**src/rtl/uart_regif_if.sv**
```systemverilog
// uart_regif_if: valid/ready load/store bus between a softcore processor (master)
// and the uart_regif register front end (slave).
interface uart_regif_if;
    logic        bus_valid;
    logic        bus_write;
    logic [3:0]  bus_addr;
    logic [31:0] bus_wdata;
    logic        bus_ready;
    logic [31:0] bus_rdata;

    modport master (
        output bus_valid, bus_write, bus_addr, bus_wdata,
        input  bus_ready, bus_rdata
    );

    modport slave (
        input  bus_valid, bus_write, bus_addr, bus_wdata,
        output bus_ready, bus_rdata
    );
endinterface

```
**src/rtl/uart_regif.sv**
```systemverilog
// uart_regif: memory-mapped register front end for the UART core with TX/RX byte FIFOs.
// Define UART_REGIF_IRQ_EN to implement the CTRL register and the level interrupt.
module uart_regif #(
    parameter int unsigned FIFO_DEPTH = 8,
    parameter int unsigned LVL_W      = $clog2(FIFO_DEPTH) + 1
) (
    input  logic        clk,
    input  logic        rst,
    uart_regif_if.slave bus,
    output logic [7:0]  uart_tx_data,
    output logic        uart_tx_valid,
    input  logic        uart_tx_ready,
    input  logic [7:0]  uart_rx_data,
    input  logic        uart_rx_valid,
    output logic        uart_rx_ready,
    output logic        irq
);
    localparam int unsigned      PTR_W    = $clog2(FIFO_DEPTH);
    localparam logic [LVL_W-1:0] FULL_CNT = LVL_W'(FIFO_DEPTH);

    typedef enum logic {ST_IDLE, ST_RESP} state_e;
    typedef enum logic [1:0] {A_TXDATA = 2'd0, A_RXDATA = 2'd1, A_STATUS = 2'd2, A_CTRL = 2'd3} reg_e;

    state_e            state_q, state_d;
    logic              accept;
    reg_e              sel;
    logic [31:0]       rdata_q, rdata_d;
    logic [31:0]       status;
    logic [31:0]       ctrl_rd;

    logic [7:0]        tx_mem [FIFO_DEPTH];
    logic [PTR_W-1:0]  tx_wr_q, tx_rd_q;
    logic [LVL_W-1:0]  tx_cnt_q, tx_cnt_d;
    logic              tx_full, tx_empty, tx_push, tx_pop, tx_ovf_q, ovf_set, ovf_clr;

    logic [7:0]        rx_mem [FIFO_DEPTH];
    logic [PTR_W-1:0]  rx_wr_q, rx_rd_q;
    logic [LVL_W-1:0]  rx_cnt_q, rx_cnt_d;
    logic              rx_full, rx_empty, rx_push, rx_pop;

    logic [31:0]       tx_lvl, rx_lvl;
    logic              unused_bits;

    assign sel = reg_e'(bus.bus_addr[3:2]);

    // Request accepted only while no response is pending: one transaction per 2 cycles.
    always_ff @(posedge clk or posedge rst) begin
        if (rst) begin
            state_q <= ST_IDLE;
            rdata_q <= '0;
        end else begin
            state_q <= state_d;
            rdata_q <= rdata_d;
        end
    end

    always_comb begin
        state_d = state_q;
        accept  = 1'b0;
        case (state_q)
            ST_IDLE: begin
                if (bus.bus_valid) begin
                    accept  = 1'b1;
                    state_d = ST_RESP;
                end
            end
            ST_RESP: state_d = ST_IDLE;
        endcase
    end

    assign bus.bus_ready = (state_q == ST_RESP);
    assign bus.bus_rdata = rdata_q;

    assign tx_full  = (tx_cnt_q == FULL_CNT);
    assign tx_empty = (tx_cnt_q == '0);
    assign rx_full  = (rx_cnt_q == FULL_CNT);
    assign rx_empty = (rx_cnt_q == '0);

    assign tx_push = accept && bus.bus_write && (sel == A_TXDATA) && !tx_full;
    assign ovf_set = accept && bus.bus_write && (sel == A_TXDATA) && tx_full;
    assign ovf_clr = accept && bus.bus_write && (sel == A_STATUS) && bus.bus_wdata[4];
    assign tx_pop  = !tx_empty && uart_tx_ready;
    assign rx_push = uart_rx_valid && !rx_full;
    assign rx_pop  = accept && !bus.bus_write && (sel == A_RXDATA) && !rx_empty;

    assign uart_tx_valid = !tx_empty;
    assign uart_tx_data  = tx_empty ? '0 : tx_mem[tx_rd_q];
    assign uart_rx_ready = !rx_full;

    always_comb begin
        tx_cnt_d = tx_cnt_q;
        if (tx_push && !tx_pop)
            tx_cnt_d = tx_cnt_q + LVL_W'(1);
        else if (!tx_push && tx_pop)
            tx_cnt_d = tx_cnt_q - LVL_W'(1);
        rx_cnt_d = rx_cnt_q;
        if (rx_push && !rx_pop)
            rx_cnt_d = rx_cnt_q + LVL_W'(1);
        else if (!rx_push && rx_pop)
            rx_cnt_d = rx_cnt_q - LVL_W'(1);
    end

    always_ff @(posedge clk or posedge rst) begin
        if (rst) begin
            tx_wr_q  <= '0;
            tx_rd_q  <= '0;
            tx_cnt_q <= '0;
            rx_wr_q  <= '0;
            rx_rd_q  <= '0;
            rx_cnt_q <= '0;
            tx_ovf_q <= 1'b0;
        end else begin
            if (tx_push) tx_wr_q <= tx_wr_q + PTR_W'(1);
            if (tx_pop)  tx_rd_q <= tx_rd_q + PTR_W'(1);
            if (rx_push) rx_wr_q <= rx_wr_q + PTR_W'(1);
            if (rx_pop)  rx_rd_q <= rx_rd_q + PTR_W'(1);
            tx_cnt_q <= tx_cnt_d;
            rx_cnt_q <= rx_cnt_d;
            if (ovf_set)
                tx_ovf_q <= 1'b1;
            else if (ovf_clr)
                tx_ovf_q <= 1'b0;
        end
    end

    // Storage needs no reset: the counts gate every read of it.
    always_ff @(posedge clk) begin
        if (tx_push) tx_mem[tx_wr_q] <= bus.bus_wdata[7:0];
        if (rx_push) rx_mem[rx_wr_q] <= uart_rx_data;
    end

    assign tx_lvl = 32'(tx_cnt_q);
    assign rx_lvl = 32'(rx_cnt_q);
    assign status = {8'b0, rx_lvl[7:0], tx_lvl[7:0], 3'b0, tx_ovf_q,
                     rx_empty, rx_full, tx_empty, tx_full};

    always_comb begin
        rdata_d = '0;
        if (accept && !bus.bus_write) begin
            case (sel)
                A_TXDATA: rdata_d = '0;
                A_RXDATA: rdata_d = rx_empty ? '0 : {23'b0, 1'b1, rx_mem[rx_rd_q]};
                A_STATUS: rdata_d = status;
                A_CTRL:   rdata_d = ctrl_rd;
            endcase
        end
    end

`ifdef UART_REGIF_IRQ_EN
    logic rx_irq_en_q, tx_irq_en_q, irq_q;

    always_ff @(posedge clk or posedge rst) begin
        if (rst) begin
            rx_irq_en_q <= 1'b0;
            tx_irq_en_q <= 1'b0;
            irq_q       <= 1'b0;
        end else begin
            if (accept && bus.bus_write && (sel == A_CTRL)) begin
                rx_irq_en_q <= bus.bus_wdata[0];
                tx_irq_en_q <= bus.bus_wdata[1];
            end
            irq_q <= (rx_irq_en_q && !rx_empty) || (tx_irq_en_q && tx_empty);
        end
    end

    assign ctrl_rd = {30'b0, tx_irq_en_q, rx_irq_en_q};
    assign irq     = irq_q;
`else
    assign ctrl_rd = '0;
    assign irq     = 1'b0;
`endif

    assign unused_bits = ^{bus.bus_addr[1:0], bus.bus_wdata[31:8], tx_lvl[31:8], rx_lvl[31:8]};
endmodule

```
**src/flat_wrapper.sv**
```systemverilog
// flat-port wrapper written by rule: the top's interface ports become plain ports
module uart_regif_flat 
#(
    parameter int unsigned FIFO_DEPTH = 8,
    parameter int unsigned LVL_W      = $clog2(FIFO_DEPTH) + 1
)
  (clk, rst, uart_tx_data, uart_tx_valid, uart_tx_ready, uart_rx_data, uart_rx_valid, uart_rx_ready, irq, bus_bus_valid, bus_bus_write, bus_bus_addr, bus_bus_wdata, bus_bus_ready, bus_bus_rdata);
  uart_regif_if bus_i ();
  input  logic clk;
  input  logic rst;
  output logic [7:0] uart_tx_data;
  output logic uart_tx_valid;
  input  logic uart_tx_ready;
  input  logic [7:0] uart_rx_data;
  input  logic uart_rx_valid;
  output logic uart_rx_ready;
  output logic irq;
  input wire logic [$bits(bus_i.bus_valid)-1:0] bus_bus_valid;
  input wire logic [$bits(bus_i.bus_write)-1:0] bus_bus_write;
  input wire logic [$bits(bus_i.bus_addr)-1:0] bus_bus_addr;
  input wire logic [$bits(bus_i.bus_wdata)-1:0] bus_bus_wdata;
  output wire logic [$bits(bus_i.bus_ready)-1:0] bus_bus_ready;
  output wire logic [$bits(bus_i.bus_rdata)-1:0] bus_bus_rdata;
  assign bus_i.bus_valid = bus_bus_valid;
  assign bus_i.bus_write = bus_bus_write;
  assign bus_i.bus_addr = bus_bus_addr;
  assign bus_i.bus_wdata = bus_bus_wdata;
  assign bus_bus_ready = bus_i.bus_ready;
  assign bus_bus_rdata = bus_i.bus_rdata;
  uart_regif #(.FIFO_DEPTH(FIFO_DEPTH), .LVL_W(LVL_W)) u_core (.clk(clk), .rst(rst), .bus(bus_i), .uart_tx_data(uart_tx_data), .uart_tx_valid(uart_tx_valid), .uart_tx_ready(uart_tx_ready), .uart_rx_data(uart_rx_data), .uart_rx_valid(uart_rx_valid), .uart_rx_ready(uart_rx_ready), .irq(irq));
endmodule
```
**config.mk**
```make
export PLATFORM = sky130hd
export DESIGN_NAME = uart_regif_flat
export DESIGN_NICKNAME = d
export VERILOG_FILES = /design/src/rtl/uart_regif_if.sv /design/src/rtl/uart_regif.sv /design/src/flat_wrapper.sv
export SDC_FILE = /design/constraint.sdc
export NUM_CORES = 1
export LEC_CHECK = 0
export CAP_MARGIN = 20
export CORE_AREA = 3 3 167 169
export DETAILED_ROUTE_END_ITERATION = 8
export DIE_AREA = 0 0 170 172
export PLACE_DENSITY = 0.44
export SLEW_MARGIN = 20
export SYNTH_ARGS = -nofsm -noshare
export SYNTH_HDL_FRONTEND = slang
export SYNTH_SLANG_ARGS = --single-unit
```
**constraint.sdc**
```tcl
create_clock -name clk -period 4.2 [get_ports clk]
set_input_delay 1.26 -clock clk [delete_from_list [all_inputs] [get_ports clk]]
set_output_delay 1.26 -clock clk [all_outputs]
set_load 0.01 [all_outputs]
```
======== Word level (Yosys, flattened, before mapping) ========
Memory sizes are Yosys's and may differ from the RTL's.
Index checks and enable logic that the tools add are counted.
operators by class
  $add $sub $neg .......................... 8
  equal/unequal tests ..................... 5
  muxes and demuxes ....................... 17
  bitwise logic cells ..................... 1
  reductions and logical operators ........ 31
operators by type and width
  cell                   count
  $pmux W32 S3           1
  $mux W32               1
  $mux W4                4
  $logic_and A1 B1 Y1    15
  $add A3 B1 Y3 const B  4
  $logic_not A1 Y1       9
  $mux W9                1
  $add A4 B1 Y4 const B  2
  $eq A4 B4 Y1 const B   2
  $logic_not A4 Y1       2
  $mux W1                8
  $mux W8                1
  $sub A4 B1 Y4 const B  2
  $reduce_bool A2 Y1     3
  $eq A2 B2 Y1 const B   2
  $eq A2 B1 Y1 const B   1
  $logic_not A2 Y1       1
  $pmux W1 S2            1
  $reduce_or A2 Y1       1
  $not A1 Y1             1
word-level totals
  bits in registers ....................... 54
  bits in writable memories ............... 128
  input port bits ......................... 50
  output and inout port bits .............. 44
  logic and storage cells ................. 73
  memories kept ........................... 2
memory list
  name           depth  width  read ports  clocked after memory_dff  write ports  RTL line          source
  u_core.rx_mem  8      8      1           0                         1            uart_regif.sv:36  logic [7:0] rx_mem [FIFO_DEPTH];
  u_core.tx_mem  8      8      1           0                         1            uart_regif.sv:31  logic [7:0] tx_mem [FIFO_DEPTH];

======== Logic depth before layout (Yosys ltp) ========
  word-level depth ........................ 9
  mapped depth ............................ 11
  mapped depth without buffers ............ 10

======== Least setup slack after synthesis ========
OpenSTA, ideal clock, no wires.
  kind .................................... input to register
  start point ............................. in bus_bus_addr[2]
  end point ............................... reg u_core.tx_cnt_q[3]
  library setup time ...................... 126 ps
  arrival ................................. 3335 ps
  data required time ...................... 4074 ps
  slack ................................... 739 ps
  cell stages on the path ................. 9
  path buffers ............................ 0
  cells stage by stage .................... and4bb_1 > nor3b_4 > ha_1 > inv_1 > ha_1 > a21o_1 > a2111oi_2 > a31oi_1 > a221o_1
on the way
  longest elaborated chain between the ends .. 6
  elaborated cells between the ends (all ways) .. 8
  classes of those cells .................. 1 x mux; 7 x reduce/logical
RTL lines
  element                               RTL line            source
  from (decl)                           flat_wrapper.sv:20  input wire logic [$bits(bus_i.bus_addr)-1:0] bus_bus_addr;
  $logic_not A2 Y1 (*)                  uart_regif.sv:79    assign tx_push = accept && bus.bus_write && (sel == A_TXDATA) && !tx_full;
  $logic_and A1 B1 Y1 (*) (2 in a row)  uart_regif.sv:79
  named net u_core.tx_push              uart_regif.sv:34    logic tx_full, tx_empty, tx_push, tx_pop, tx_ovf_q, ovf_set, ovf_clr;
  $logic_not A1 Y1                      uart_regif.sv:94    else if (!tx_push && tx_pop)
  $logic_and A1 B1 Y1                   uart_regif.sv:94
  $reduce_bool A2 Y1 (no source line)   -
  to (signal assigned)                  uart_regif.sv:117   tx_cnt_q <= tx_cnt_d;
  to (decl)                             uart_regif.sv:33    logic [LVL_W-1:0] tx_cnt_q, tx_cnt_d;
The timed path passes the listed nets; every way through them passes the cells marked *.
A chain may end at the register's enable or synchronous reset.

======== Worst setup path after layout ========
  start point ............................. reg u_core.tx_rd_q[0]
  end point ............................... out uart_tx_data[6]
on the way
  longest elaborated chain between the ends .. 2
RTL lines
  element                 RTL line            source
  from (decl)             uart_regif.sv:32    logic [PTR_W-1:0] tx_wr_q, tx_rd_q;
  from (signal assigned)  uart_regif.sv:114   if (tx_pop) tx_rd_q <= tx_rd_q + PTR_W'(1);
  $mem_v2 Z8 W8           -
  $mux W8                 uart_regif.sv:87    assign uart_tx_data = tx_empty ? '0 : tx_mem[tx_rd_q];
  to (decl)               flat_wrapper.sv:11  output logic [7:0] uart_tx_data;
Every way passes these cells.

==> run metrics <==
initial antenna violation count 0; root buf cell clkbuf_16; CP Cell Sequence buf_4, mux4_2, mux2i_1, nor2_1, clkdlybuf4s50_1; full die area 0.0292 mm²; clk sinks 166; Skew-Pair Late Insertion Delay about 420 ps; Yosys top cell area share 56.0%; Syn Inst Count approximately 380; Crit path depth 5; status finished clean; DRT antenna net count 0; row cnt 60; CP endpoint kind output port; vias in the first global route 3641; post_cts resized 0; CTS tree yes; data arrival time of the worst path 2450 ps; final core occ 31.3%; clock skew 9.49 ps; top_reg_cell synth edfxtp_1; first-pass GRT wire length 21600 µm; Max Clock Freq 270 MHz; FF-to-FF path depth 10; fraction of layout cells with a size suffix above 1 between 20% and 30%; Peak supply drop approximately 0.00024 V; crit-path max cell delay 550 ps; hold violation count in the final report 0; Overflow after GRT 0; Hold Crit Class flop to flop; RSZ-0062 raised after global routing no; synth warn 0; Initial Util 25.7%; EDFF count, synth 128; Setup crit start u_core.tx_rd_q[0]; Worst-Margin Slew 904 ps; worst slack at placement 151 ps; Largest delay share family, worst path buffers and inverters; crit-path max FO 18; Post-CTS Hold Fix Bufs 0; synthesized area 0.00686 mm²; Core Region 0.0267 mm²; reg2reg end u_core.tx_cnt_q[3]; max cap viols 0; final setup fails 0; reg2reg setup slack just over 900 ps; final worst setup slack 491 ps; vias per cell 4.21; Area contributors post-synth edfxtp_1 (56%), dfrtp_1 (14%), mux4_2 (11%), mux2i_1 (2.5%), buf_4 (2.1%); Slew Limit Fails 0; First-pass DRT Iterations 4; RR Startpoint u_core.tx_cnt_q[0]; Routed WL 14000 µm; total leakage power 2.93 nW; Worst-path clk slew 70 ps; Slowest-stage cell, CP mux4_2; largest net degree at the start of global routing 39; # DRC 0; FFs w/ async S/R, synth between 20% and 30%; Yosys top cell by area edfxtp_1; P per Cell Area 608 mW/mm²; Ant. Diodes 0; XOR/XNOR share of the synthesized area 1.40%; drt wl/cell around 17 µm; compound-gate portion of the synthesized area 1.95%; H-tree depth 4; Synth Area in Simple Gates 6.99%; die height 172 µm; CP startpoint kind flop; cts bufs inserted 17; Fin Setup TNS 0 ps; main combinational cell family by area after synthesis multiplexers; post-synthesis sequential area ratio 69.9%; first-iteration detailed-routing DRC count 193; FF+latch count, synth 166; CP Class flop to output port; Area Growth Syn to Fin 22.0%; chip width 170 µm; Layout Nets ~520; I/O pin total between 90 and 100; HPWL Detailed 9480 µm; Final min period 3710 ps; mux contribution to synthesized area 13.8%; clock buffer depth 2; IO Port Bufs 50; Mapped Avg Cell Area around 18 µm²; slew margin rel. 39.6%; period utilization 88.3%; Worst Setup EP uart_tx_data[6]; critical path required time 2940 ps; Tot GR Track Use 10.1%; Synth Area in Adders 2.41%; via count 3426; post-synth cell types 46; GP Congestion 0.705; Final Total Pwr about 5 mW; Buf/Inv on CP 2; Setup Fix Bufs, Post-CTS 0
## through the flow
step / hold WS [ps] / cell area (µm²) / cells
2_1_floorplan: 457 / 6920 / 398
3_3_place_gp: 478 / 7800 / 781
3_5_place_dp: 484 / 7800 / 781
4_1_cts: 493 / 8370 / 813
5_1_grt: 548 / 8370 / 813
6_report: 490 / 8370 / 813
## synthesized netlist by cell type (6+ instances only)
cell	instances
and2_1	7
buf_4	19
dfrtp_1	38
edfxtp_1	128
ha_1	10
mux2i_1	17
mux4_2	32
nand2_1	22
nor2_1	24
nor3_1	8
o21ai_0	6
xnor2_1	9
## cells by family after synthesis
| group | count (synthesis) |
|---|---|
| buf+inv | 37 |
| xor+xnor | 11 |
| flops | 166 |
| fa+ha+maj | 12 |
| mux | 54 |
| simple gates | 81 |
| other cells | 1 |
| compound gates | 20 |
## cells in the final DEF (no fill, tap or decap), types with 3 or more instances in the layout
master and count:
edfxtp_1 128, clkdlybuf4s50_1 50, dfrtp_1 38, mux4_2 32, nor2_1 24, nand2_1 22, buf_4 22, mux2i_1 17
conb_1 17, clkbuf_16 17, ha_1 10, xnor2_1 9, nor3_1 8, and2_1 7, o21ai_0 6, mux2_2 5
nand2b_1 5, inv_1 4, inv_6 4, inv_2 3, o22ai_1 3, a21oi_1 3, clkinvlp_4 3, clkinv_4 3
## worst min path at each step
stage,startpoint,to,cells after the start
floorplan,u_core.tx_wr_q[2],u_core.tx_wr_q[2],1
global placement,u_core.tx_wr_q[2],u_core.tx_wr_q[2],1
detailed placement,u_core.tx_wr_q[2],u_core.tx_wr_q[2],1
CTS,u_core.tx_wr_q[2],u_core.tx_wr_q[2],1
global route,u_core.tx_ovf_q,u_core.tx_ovf_q,2
finish,u_core.tx_wr_q[2],u_core.tx_wr_q[2],1
## final cells by class
| class | instances | area, µm² |
|---|---|---|
| fill | 2620 | 18400 |
| sequential | 166 | 4790 |
| multi-input combinational | 195 | 1890 |
| timing repair buffer | 72 | 666 |
| clock buffer | 18 | 429 |
| tap | 341 | 427 |
| clock inverter | 14 | 141 |
| inverter | 7 | 26.3 |
## worst register-to-register path: stages (launching register included)
cell       delay (ps)
dfrtp_1           500
nor4_4            750
inv_2             180
nand2_4           140
ha_1              220
inv_1             130
ha_1              290
a21o_1            220
a2111oi_2         350
a31oi_1            70
a221o_1           310
## state kept, by name, summed over array words and instances (netlist names)
register              flops
u_core.rx_mem            64
u_core.tx_mem            64
u_core.bus.bus_rdata     16
u_core.rx_cnt_q           4
u_core.tx_cnt_q           4
u_core.rx_rd_q            3
u_core.rx_wr_q            3
u_core.tx_rd_q            3
u_core.tx_wr_q            3
u_core.bus.bus_ready      1
u_core.tx_ovf_q           1
## routing by layer
layer	vias to the layer above	track usage [%]	wire length, µm
li1	1593	-	-
met1	1757	12.9	6200
met2	67	17.3	7210
met3	9	2.67	466
met4	0	2.43	119
met5	-	0	0
## power by group
group          total [mW]  switching [mW]  internal (mW)  leakage (nW)
clock network        1.49           0.661          0.833         0.272
logic                1.39           0.631          0.759          1.01
registers            2.20           0.228           1.97          1.64
total                5.09            1.52           3.57          2.93
No activity file was read; power rests on OpenSTA's default activity.
